--- config.mk ---
export PLATFORM = sky130hd
export DESIGN_NAME = fifo_rd_streamer
export DESIGN_NICKNAME = d
export VERILOG_FILES = /design/src/rtl/fifo_rd_streamer.sv
export SDC_FILE = /design/constraint.sdc
export NUM_CORES = 1
export LEC_CHECK = 0
export CAP_MARGIN = 20
export CORE_UTILIZATION = 35
export CTS_BUF_LIST = sky130_fd_sc_hd__clkbuf_16
export DETAILED_ROUTE_END_ITERATION = 10
export PLACE_DENSITY = 0.56
export SLEW_MARGIN = 40
export SYNTH_ARGS = -nofsm -noshare
export SYNTH_HDL_FRONTEND = slang
export SYNTH_SLANG_ARGS = --single-unit
--- constraint.sdc ---
create_clock -name i_clk -period 2.5 [get_ports i_clk]
set_input_delay 0.25 -clock i_clk [delete_from_list [all_inputs] [get_ports i_clk]]
set_output_delay 0.25 -clock i_clk [all_outputs]
set_load 0.01 [all_outputs]
--- src/rtl/fifo_rd_streamer.sv ---
// Read-side streamer for fifo_controller: issues RAM reads and re-times the
// 1-cycle-latency read data into a valid/ready stream through a 2-entry skid buffer.
module fifo_rd_streamer #(
   parameter int DW = 8
) (
   input  logic          i_clk,
   input  logic          i_rst,
   input  logic          i_empty,
   output logic          o_rd,
   input  logic [DW-1:0] i_rdata,
   output logic          o_valid,
   input  logic          i_ready,
   output logic [DW-1:0] o_data,
   output logic [1:0]    o_pending
);

   logic [1:0][DW-1:0] mem;
   logic               head, tail;
   logic [1:0]         occ, occ_next;
   logic               inflight;
   logic               push, pop;
   logic [2:0]         level;

   assign pop  = o_valid & i_ready;
   assign push = inflight;

   // Slots committed after this cycle; a read is only issued if its word has a guaranteed slot.
   assign level    = {1'b0, occ} + {2'b0, inflight} - {2'b0, pop};
   assign o_rd     = ~i_rst & ~i_empty & (level < 3'd2);
   assign occ_next = occ + {1'b0, push} - {1'b0, pop};

   assign o_data    = mem[head];
   assign o_pending = occ + {1'b0, inflight};

   always_ff @(posedge i_clk) begin
      if (i_rst) begin
         mem      <= '0;
         head     <= 1'b0;
         tail     <= 1'b0;
         occ      <= 2'd0;
         inflight <= 1'b0;
         o_valid  <= 1'b0;
      end else begin
         inflight <= o_rd;
         if (push) begin
            mem[tail] <= i_rdata;
            tail      <= ~tail;
         end
         if (pop)
            head <= ~head;
         occ     <= occ_next;
         o_valid <= (occ_next != 2'd0);
      end
   end

   a_no_overflow: assert property (@(posedge i_clk) disable iff (i_rst)
      !(push && occ == 2'd2 && !pop));

endmodule

## After elaboration in Yosys (flattened, before gate mapping)

Index checks and enable logic that the tools add are counted.

- Add/sub/neg operators: 4
- Bitwise logic cells: 7
- Reductions and logical operators: 2
- Multiplexer cells: 5
- $lt $le $gt $ge: 4

Operator list:

| cell | number |
|---|---|
| $mux W8 | 3 |
| $bwmux W16 | 1 |
| $demux W8 S1 | 1 |
| $lt A1 B2 Y1 const B | 2 |
| $not A1 Y1 | 4 |
| $add A2 B1 Y3 | 1 |
| $and A1 B1 Y1 | 3 |
| $lt A3 B2 Y1 const B | 1 |
| $sub A3 B1 Y3 | 1 |
| $add A2 B1 Y2 | 1 |
| $reduce_bool A2 Y1 | 1 |
| $sub A2 B1 Y2 | 1 |
| $ge A1 B1 Y1 const B | 1 |
| $logic_and A1 B1 Y1 | 1 |

- Logic and storage cells: 29
- Output and inout bits: 12
- Input bits: 12
- Bits in registers: 22

## Logic depth before layout (Yosys ltp)

Gate-level depths: netlist of the first run.

- Word-level depth: 5
- Depth in mapped cells: 6
- Depth with buffers taken out: 6

## Least setup slack after synthesis of the first run

No wires, ideal clock.

- Kind: register -> output
- From: register inflight
- To: output port o_rd
- Stages on the path, launching flop included: 7
- Path slack: 0.517 ns
- Required time: 2.250 ns
- Data arrival time: 1.733 ns
- Path buffers: 1
- Path through: dfxtp_1 buf_2 xnor2_1 nand2_1 fa_1 xor2_1 nor4b_1

- Word-level cells in the longest chain between the ends: 4

RTL lines:

| what | RTL line | text |
|---|---|---|
| start: declaration | 20 | `logic inflight;` |
| start signal: assignment | 44 | `inflight <= o_rd;` |
| $add A2 B1 Y3 | 28 | `assign level = {1'b0, occ} + {2'b0, inflight} - {2'b0, pop};` |
| $sub A3 B1 Y3 | 28 |  |
| $lt A3 B2 Y1 | 29 | `assign o_rd = ~i_rst & ~i_empty & (level < 3'd2);` |
| $and A1 B1 Y1 | 29 |  |
| end: declaration | 9 | `output logic o_rd,` |

Every way passes these cells.

## Worst setup path in the final report of the first run

- From: input port i_ready
- To: output port o_rd

- Word-level cells in the longest chain between the ends: 4

RTL lines:

| what | RTL line | text |
|---|---|---|
| start: declaration | 12 | `input logic i_ready,` |
| $and A1 B1 Y1 | 24 | `assign pop = o_valid & i_ready;` |
| $sub A3 B1 Y3 | 28 |  |
| $lt A3 B2 Y1 | 29 |  |
| $and A1 B1 Y1 | 29 |  |

Every way passes these cells.

==> reports/metrics.yaml, run 1 <==
postCtsSetupRepairBufs: 0
worstSetupPathType: "in2out"
antenna_found_initial: 0
cts_tree: "built"
ir_drop_uv: 603
wire_per_inst_um: 12.2
synthTopCellsByArea: "dfxtp_1 46%, nand2_1 11%, a21oi_1 9.5%"
fp.dieW_um: 54.1
synth.cell_area_um2: 950
grt_pass1_vias: 690
synth-warning-count: 0
fin_tns_setup_ps: 0
grt_pass1_wl_um: 3090
syn_nets: 124
diodes: 0
start_util: 0.376
dp_hpwl_um: 1350
drive_gt1_frac: 0.120
cp_cell_sequence: "clkdlybuf4s50_1 > nand2_1 > xnor2_1 > nand2_1 > fa_1 > xor2_1 > nor4b_1 > dlygate4sd2_1"
syn2layout_area_growth_pct: 36.1
drv_slew: 0
critical_path_required_ps: 2250
end_kind: "output port"
clock_sinks: 22
crit_slowest_cell: "clkdlybuf4s50_1"
boundaryPins: 24
antenna_left: 0
fin_skew_ps: 3.78
hold_viol: 0
max_stage_delay_ps: 450
clk_pin_slew_ps: 50
ys_ff_latch: 22
final-seq-area_um2: 440
power_density_nw_per_um2: 969
drc_errors: 0
grt_usage: 0.150
detail_route.vias_per_cell: 4.79
core-area_um2: 2520
status: "complete, no violations"
grt_max_degree: 23
final_nets: 149
crit_path_max_fanout: 2
slew_headroom: 0.606
synth.distinct_cells: 17
die_area_um2: 2930
rsz0062_at_grt: "no"
syn_inst: 109
p_leak_nw: 0.489
placementRows: 18
p_total_mw: 1.25
gp_congestion: 0.686
synth_largest_area_cell: "dfxtp_1"
grt_overflow_total: 0
hold_path.class: "reg2reg"
multiInputGateArea_um2: 469
syn_avg_cell_area_um2: 8.71
setup_viol: 0
drtIter0Drc: 11
htree_levels: 1
numCtsBuffers: 3
worst_slew_pin_slew_ps: 590
crit_top_cell: "nand2_1"
fmax_ghz: 0.430
route.vias.total: 780
critPathArrivalTime_ps: 2070
startpoint_type: "input pin"
clock_latency_ps: 250
period_share: 0.930
timing.final.crit_period_ps: 2320
die_h_um: 54.1
drv_cap: 0
seq_area_frac_synth: 0.464
io_buffers: 23
drt_wl_total_um: 1990
clk_path_buf_depth: 2
hold_ws_ps: 452
fillers: 245
netlist.area_leader.share: 0.464
root_buffer: "clkbuf_16"
drt_pass1_iterations: 4
[critical path, delay by kind of cell]
family	cells	cell delay, ps
buf+inv	2	750
fa+ha+maj	1	370
simple gates	3	400
xor+xnor	2	300
[cell usage in the layout (no fill, tap or decap), types with 3 or more instances in the layout]
cell type	netlist	layout
a21oi_1	18	18
buf_4	0	4
clkbuf_16	0	3
clkdlybuf4s50_1	0	22
dfxtp_1	22	22
mux2_2	8	8
nand2_1	27	27
nand3_1	8	8
nor2_1	4	4
[layer usage]
| layer | vias up | routed length, um | global-route usage |
|---|---|---|---|
| met5 | - | 0 | 0 |
| li1 | 406 | - | - |
| met2 | 14 | 931 | 0.241 |
| met3 | 2 | 84 | 0.0508 |
| met4 | 0 | 4 | 0.0256 |
| met1 | 358 | 973 | 0.197 |
[stage by stage]
stage	cell area (um^2)	utilization	std cells	worst slack (ps)
floorplan	950	-	109	517
global route	1290	0.512	163	22.6
CTS	1290	0.512	163	122
finish	1290	0.512	163	176
global placement	1210	0.482	159	-98.0
detailed placement	1210	0.482	159	-181
[cells in the mapped netlist (all sizes together)]
library cell	instances
a21oi	18
buf	5
clkbuf	2
dfxtp	22
fa	1
ha	2
inv	2
mux2	8
nand2	27
nand2b	2
nand3	8
nor2	4
nor2b	1
nor4b	2
xnor2	2
xor2	3
[flip-flops by register name, indices dropped and copies added, names as in the netlist]
register / cells
mem: 16
occ: 2
head: 1
inflight: 1
o_valid: 1
tail: 1
[kinds of logic (layout without fill, tap and decap cells)]
kind of cell / count (synthesis) / count (layout) / synth area share
flip-flops: 22 / 22 / 0.464
multiplexers: 8 / 8 / 0.0949
AO/OA/AOI/OAI: 18 / 18 / 0.0949
buffers and inverters: 9 / 33 / 0.0422
XOR/XNOR: 5 / 5 / 0.0540
adder cells (fa/ha/maj): 3 / 3 / 0.0474
AND/OR/NAND/NOR: 44 / 44 / 0.203
[worst paths after layout]
kind / from / end / slack [ps] / cells past startpoint
max: i_ready / o_rd / 180 / 8
min: mem[3]$_SDFFE_PP0P_ / mem[3]$_SDFFE_PP0P_ / 450 / 2
max reg2reg: o_valid$_SDFF_PP0_ / inflight$_SDFF_PP0_ / 980 / 6
min reg2reg: mem[3]$_SDFFE_PP0P_ / mem[3]$_SDFFE_PP0P_ / 450 / 2
[final cells by class]
cell class / instances / share of cell area
Sequential cell: 22 / 0.341
Clock inverter: 1 / 0.00290
Timing Repair Buffer: 27 / 0.200
Tap cell: 30 / 0.0290
Multi-Input combinational cell: 78 / 0.363
Clock buffer: 3 / 0.0581
Inverter: 2 / 0.00581
[power breakdown]
part / switching [mW] / leakage (nW) / internal, mW
logic: 0.202 / 0.271 / 0.237
registers: 0.0652 / 0.179 / 0.414
clock network: 0.120 / 0.0385 / 0.213
[repair_timing]
action / CTS / global route
setup endpoints to repair: 1 / 0
resized for setup: 1 / 0
hold buffers: 0 / 0
Power figures use the tool's default switching activity.
==> inputs of run 2 (changes only) <==
- CAP_MARGIN: 20 -> 0
- clock period: 2.5 -> 3 ns (I/O delays scaled with it)
==> run 2 against run 1 <==
Against the previous run: core utilization shrank 0.55 points; hold slack is essentially flat; sequential share of layout area grew 0.37 points; total power shrank 17%; largest cell class unchanged.
==> reports/metrics.yaml, run 2 (synthesized netlist as in run 1, its figures left out) <==
status: "complete, no violations"
timing.final.crit_period_ps: 2790
hold_path.class: "reg2reg"
cts-resized-gates: 0
cts_hold_buffers: 0
pwr-share-seq: 0.389
fin_tns_setup_ps: 0
switching_share: 0.311
crit_slowest_cell: "clkdlybuf4s50_1"
critPathTopFamily: "buffers and inverters"
boundaryPins: 24
grt_usage: 0.151
top_regs: "mem: 16 flops, occ: 2 flops"
period_share: 0.931
largest_register_ffs: 16
critPathArrivalTime_ps: 2490
numCtsBuffers: 3
hold_end: "mem[9]$_SDFFE_PP0P_"
htree_levels: 1
start_util: 0.376
cp_num_buf_inv: 2
final_cell_mix: "27 x nand2_1, 23 x clkdlybuf4s50_1, 22 x dfxtp_1"
cp_cell_sequence: "clkdlybuf4s50_1 > nand2_1 > xnor2_1 > nand2_1 > fa_1 > xor2_1 > nor4b_1 > clkdlybuf4s50_1"
clk_pin_slew_ps: 60
grt_pass1_vias: 687
startpoint_type: "input pin"
grt_max_degree: 23
hp-start: "mem[9]$_SDFFE_PP0P_"
slew_headroom: 0.614
setup_viol: 0
syn2layout_area_growth_pct: 34.7
route.vias.total: 786
drt_pass1_iterations: 4
io_buffers: 23
p_leak_nw: 0.476
antenna_left: 0
worst_slew_pin_slew_ps: 578
clk_path_buf_depth: 2
clockPowerShare: 0.271
power_density_nw_per_um2: 812
r2r-start: "inflight$_SDFF_PP0_"
dp_hpwl_um: 1340
grt_overflow_total: 0
drtIter0Drc: 9
diodes: 0
p_int_uw: 715
wire_per_inst_um: 12.2
die_area_um2: 2930
drv_slew: 0
root_buffer: "clkbuf_16"
ff2ff_setup_slack_ps: 1420
clock_sinks: 22
crit_path_max_fanout: 4
switchingPower_uw: 324
max_stage_delay_ps: 580
detail_route.vias_per_cell: 4.88
antenna_found_initial: 0
clock_latency_ps: 250
die_h_um: 54.1
postCtsSetupRepairBufs: 0
grt_pass1_wl_um: 3040
end_kind: "output port"
hold_viol: 0
drt_wl_total_um: 1970
reg2regPathDepth: 5
hold_ws_ps: 451
fin_skew_ps: 1.25
regToRegEndpoint: "inflight$_SDFF_PP0_"
fmax_ghz: 0.358
fillers: 256
final_common_cell: "nand2_1"
worstSetupPathType: "in2out"
ir_drop_uv: 843
critical_path_required_ps: 2700
cts_tree: "built"
gp_congestion: 0.702
drc_errors: 0
largest-register: "mem"
combPwrFrac: 0.340
core-area_um2: 2520
drv_cap: 0
fp.dieW_um: 54.1
min_path_cells: 2
rsz0062_at_grt: "no"
final_nets: 147
placementRows: 18
drive_gt1_frac: 0.107
[run 2: cell types whose count changed in the layout (fill, tap and decap cells not counted), sizes merged]
cell / delta
clkdlybuf4s50: +1
dlygate4sd2: -1
buf: -2
[run 2: tightest hold or removal path, stage by stage (launching register included)]
cell and delay (ps):
dfxtp_1 300, nand2_1 50, a21oi_1 50
[run 2: final cells by class]
| type | instances | area [um^2] | share of cell area |
|---|---|---|---|
| well taps | 30 | 37.5 | 0.0294 |
| clock buffers | 3 | 75.1 | 0.0587 |
| clock inverters | 1 | 3.75 | 0.00294 |
| flip-flops and latches | 22 | 440 | 0.344 |
| inverters | 2 | 7.51 | 0.00587 |
| repair buffers | 25 | 245 | 0.192 |
| multi-input cells | 78 | 469 | 0.367 |
[run 2: how the worst max path moves through the flow]
stage	startpoint	endpoint	slack, ps	cells after the start
global route	i_ready	o_rd	30	8
CTS	i_ready	o_rd	180	8
floorplan	inflight$_SDFF_PP0_	o_rd	970	6
finish	i_ready	o_rd	210	8
detailed placement	i_ready	o_rd	180	8
global placement	i_ready	o_rd	250	8
[run 2: per-stage QoR]
| stage | setup WS [ps] | util | cell area, um^2 | cells | total power, mW |
|---|---|---|---|---|---|
| after floorplan | 967 | - | 950 | 109 | 0.623 |
| after global placement | 251 | 0.476 | 1200 | 157 | 0.760 |
| after detailed placement | 183 | 0.476 | 1200 | 157 | 0.769 |
| after CTS | 181 | 0.507 | 1280 | 161 | 1.05 |
| after global routing | 27.5 | 0.507 | 1280 | 161 | 1.11 |
| final | 208 | 0.507 | 1280 | 161 | 1.04 |
[run 2: power groups by stage]
stage	registers [mW]	clock network (mW)	logic [mW]
floorplan	0.380	0	0.243
global placement	0.407	0	0.353
detailed placement	0.411	0	0.358
CTS	0.405	0.288	0.360
global route	0.413	0.297	0.395
finish	0.404	0.281	0.353
[run 2: routing by layer]
layer / wire (um) / global-route usage / vias up
met4: 10 / 0.0513 / 0
met1: 965 / 0.186 / 364
li1: - / - / 404
met3: 105 / 0.0508 / 2
met5: 0 / 0 / -
met2: 884 / 0.245 / 16
==> inputs of run 3 (changes only) <==
- MAX_ROUTING_LAYER: unset -> met4
==> run 3 against run 2 <==
Against the previous run: core utilization is the same; wire length is the same; clock skew is essentially flat; clock-buffer cell count is the same; maximum frequency is the same; worst setup slack is the same; critical path depth is the same; register-to-register slack is essentially flat; die area is the same; hold slack is the same; critical path type unchanged; largest cell class unchanged; highest routed layer unchanged.
==> reports/metrics.yaml, run 3 (synthesized netlist as in run 1, its figures left out) <==
setup_viol: 0
p_leak_nw: 0.476
worstSetupPathType: "in2out"
cts_tree: "built"
placementRows: 18
drt_wl_total_um: 1970
grt_overflow_total: 0
core-area_um2: 2520
gp_congestion: 0.710
status: "complete, no violations"
dp_hpwl_um: 1340
clk_pin_slew_ps: 60
critPathArrivalTime_ps: 2490
rsz0062_at_grt: "no"
crit_path_max_fanout: 4
worst_slew_pin_slew_ps: 578
largest_register_ffs: 16
post-route-util: 0.507
end_kind: "output port"
period_share: 0.931
io_buffers: 23
grt_pass1_vias: 684
clk_path_buf_depth: 2
power_density_nw_per_um2: 812
fin_tns_setup_ps: 0
r2r-start: "inflight$_SDFF_PP0_"
slew_headroom: 0.614
drtIter0Drc: 9
start_util: 0.376
drive_gt1_frac: 0.107
cp_num_buf_inv: 2
hp-start: "mem[9]$_SDFFE_PP0P_"
fmax_ghz: 0.358
fp.dieW_um: 54.1
numCtsBuffers: 3
wire_per_inst_um: 12.2
drv_slew: 0
clock_sinks: 22
critical_path_required_ps: 2700
die_area_um2: 2930
crit_slowest_cell: "clkdlybuf4s50_1"
hold_ws_ps: 451
clock_latency_ps: 250
boundaryPins: 24
startpoint_type: "input pin"
detail_route.vias_per_cell: 4.88
drt_pass1_iterations: 4
final_common_cell: "nand2_1"
antenna_left: 0
hold_path.class: "reg2reg"
critPathTopFamily: "buffers and inverters"
route.vias.total: 786
largest-register: "mem"
hold_viol: 0
antenna_found_initial: 0
die_h_um: 54.1
max_stage_delay_ps: 580
grt_max_degree: 23
final_cell_mix: "27 x nand2_1, 23 x clkdlybuf4s50_1, 22 x dfxtp_1"
crit_path_start: "i_ready"
fin_skew_ps: 1.25
drc_errors: 0
diodes: 0
grt_pass1_wl_um: 3040
timing.final.crit_period_ps: 2790
cts_hold_buffers: 0
root_buffer: "clkbuf_16"
grt_usage: 0.156
cts-resized-gates: 0
final_nets: 147
htree_levels: 1
place_area_um2: 1200
final_cell_area_um2: 1280
top_regs: "mem: 16 flops, occ: 2 flops"
p_total_mw: 1.04
cp_cell_sequence: "clkdlybuf4s50_1 > nand2_1 > xnor2_1 > nand2_1 > fa_1 > xor2_1 > nor4b_1 > clkdlybuf4s50_1"
postCtsSetupRepairBufs: 0
drv_cap: 0
syn2layout_area_growth_pct: 34.7
ir_drop_uv: 843
run 3: cell counts in the layout (fill, tap and decap cells not counted):
Identical to the previous run, type by type.
run 3: worst paths after layout:
kind / end / slack, ps / cells past startpoint
setup reg to reg: inflight$_SDFF_PP0_ / 1420 / 5
hold / removal: mem[9]$_SDFFE_PP0P_ / 450 / 2
setup / recovery: o_rd / 210 / 8
hold reg to reg: mem[9]$_SDFFE_PP0P_ / 450 / 2
run 3: cell type report:
class | count | area, um^2
clock buffers | 3 | 75.1
clock inverters | 1 | 3.75
fillers | 256 | 1240
inverters | 2 | 7.51
multi-input cells | 78 | 469
flip-flops and latches | 22 | 440
well taps | 30 | 37.5
repair buffers | 25 | 245
run 3: routing by layer:
metal / share of wire / up-vias / track usage
met1: 0.49 / 364 / 0.186
met4: 0.0051 / 0 / 0.0513
met3: 0.053 / 2 / 0.0508
met2: 0.45 / 16 / 0.245
met5: 0 / - / -
li1: - / 404 / -
run 3: per-stage QoR:
step	setup slack, ps	std cells
finish	208	161
global route	27.5	161
CTS	181	161
detailed placement	183	157
global placement	251	157
floorplan	967	109
run 3: worst reg2reg max path: cells and delay by family (launching register included):
| kind | cells | cell delay, ps |
|---|---|---|
| and+or+nand+nor | 2 | 320 |
| xor gates and xnor gates | 2 | 310 |
| adders and majority gates | 1 | 370 |
| DFF | 1 | 470 |
run 3: power by group:
part	switching (mW)	leakage (nW)	total [mW]	internal, mW
logic	0.161	0.258	0.353	0.192
clock network	0.103	0.0385	0.281	0.178
registers	0.0588	0.179	0.404	0.345
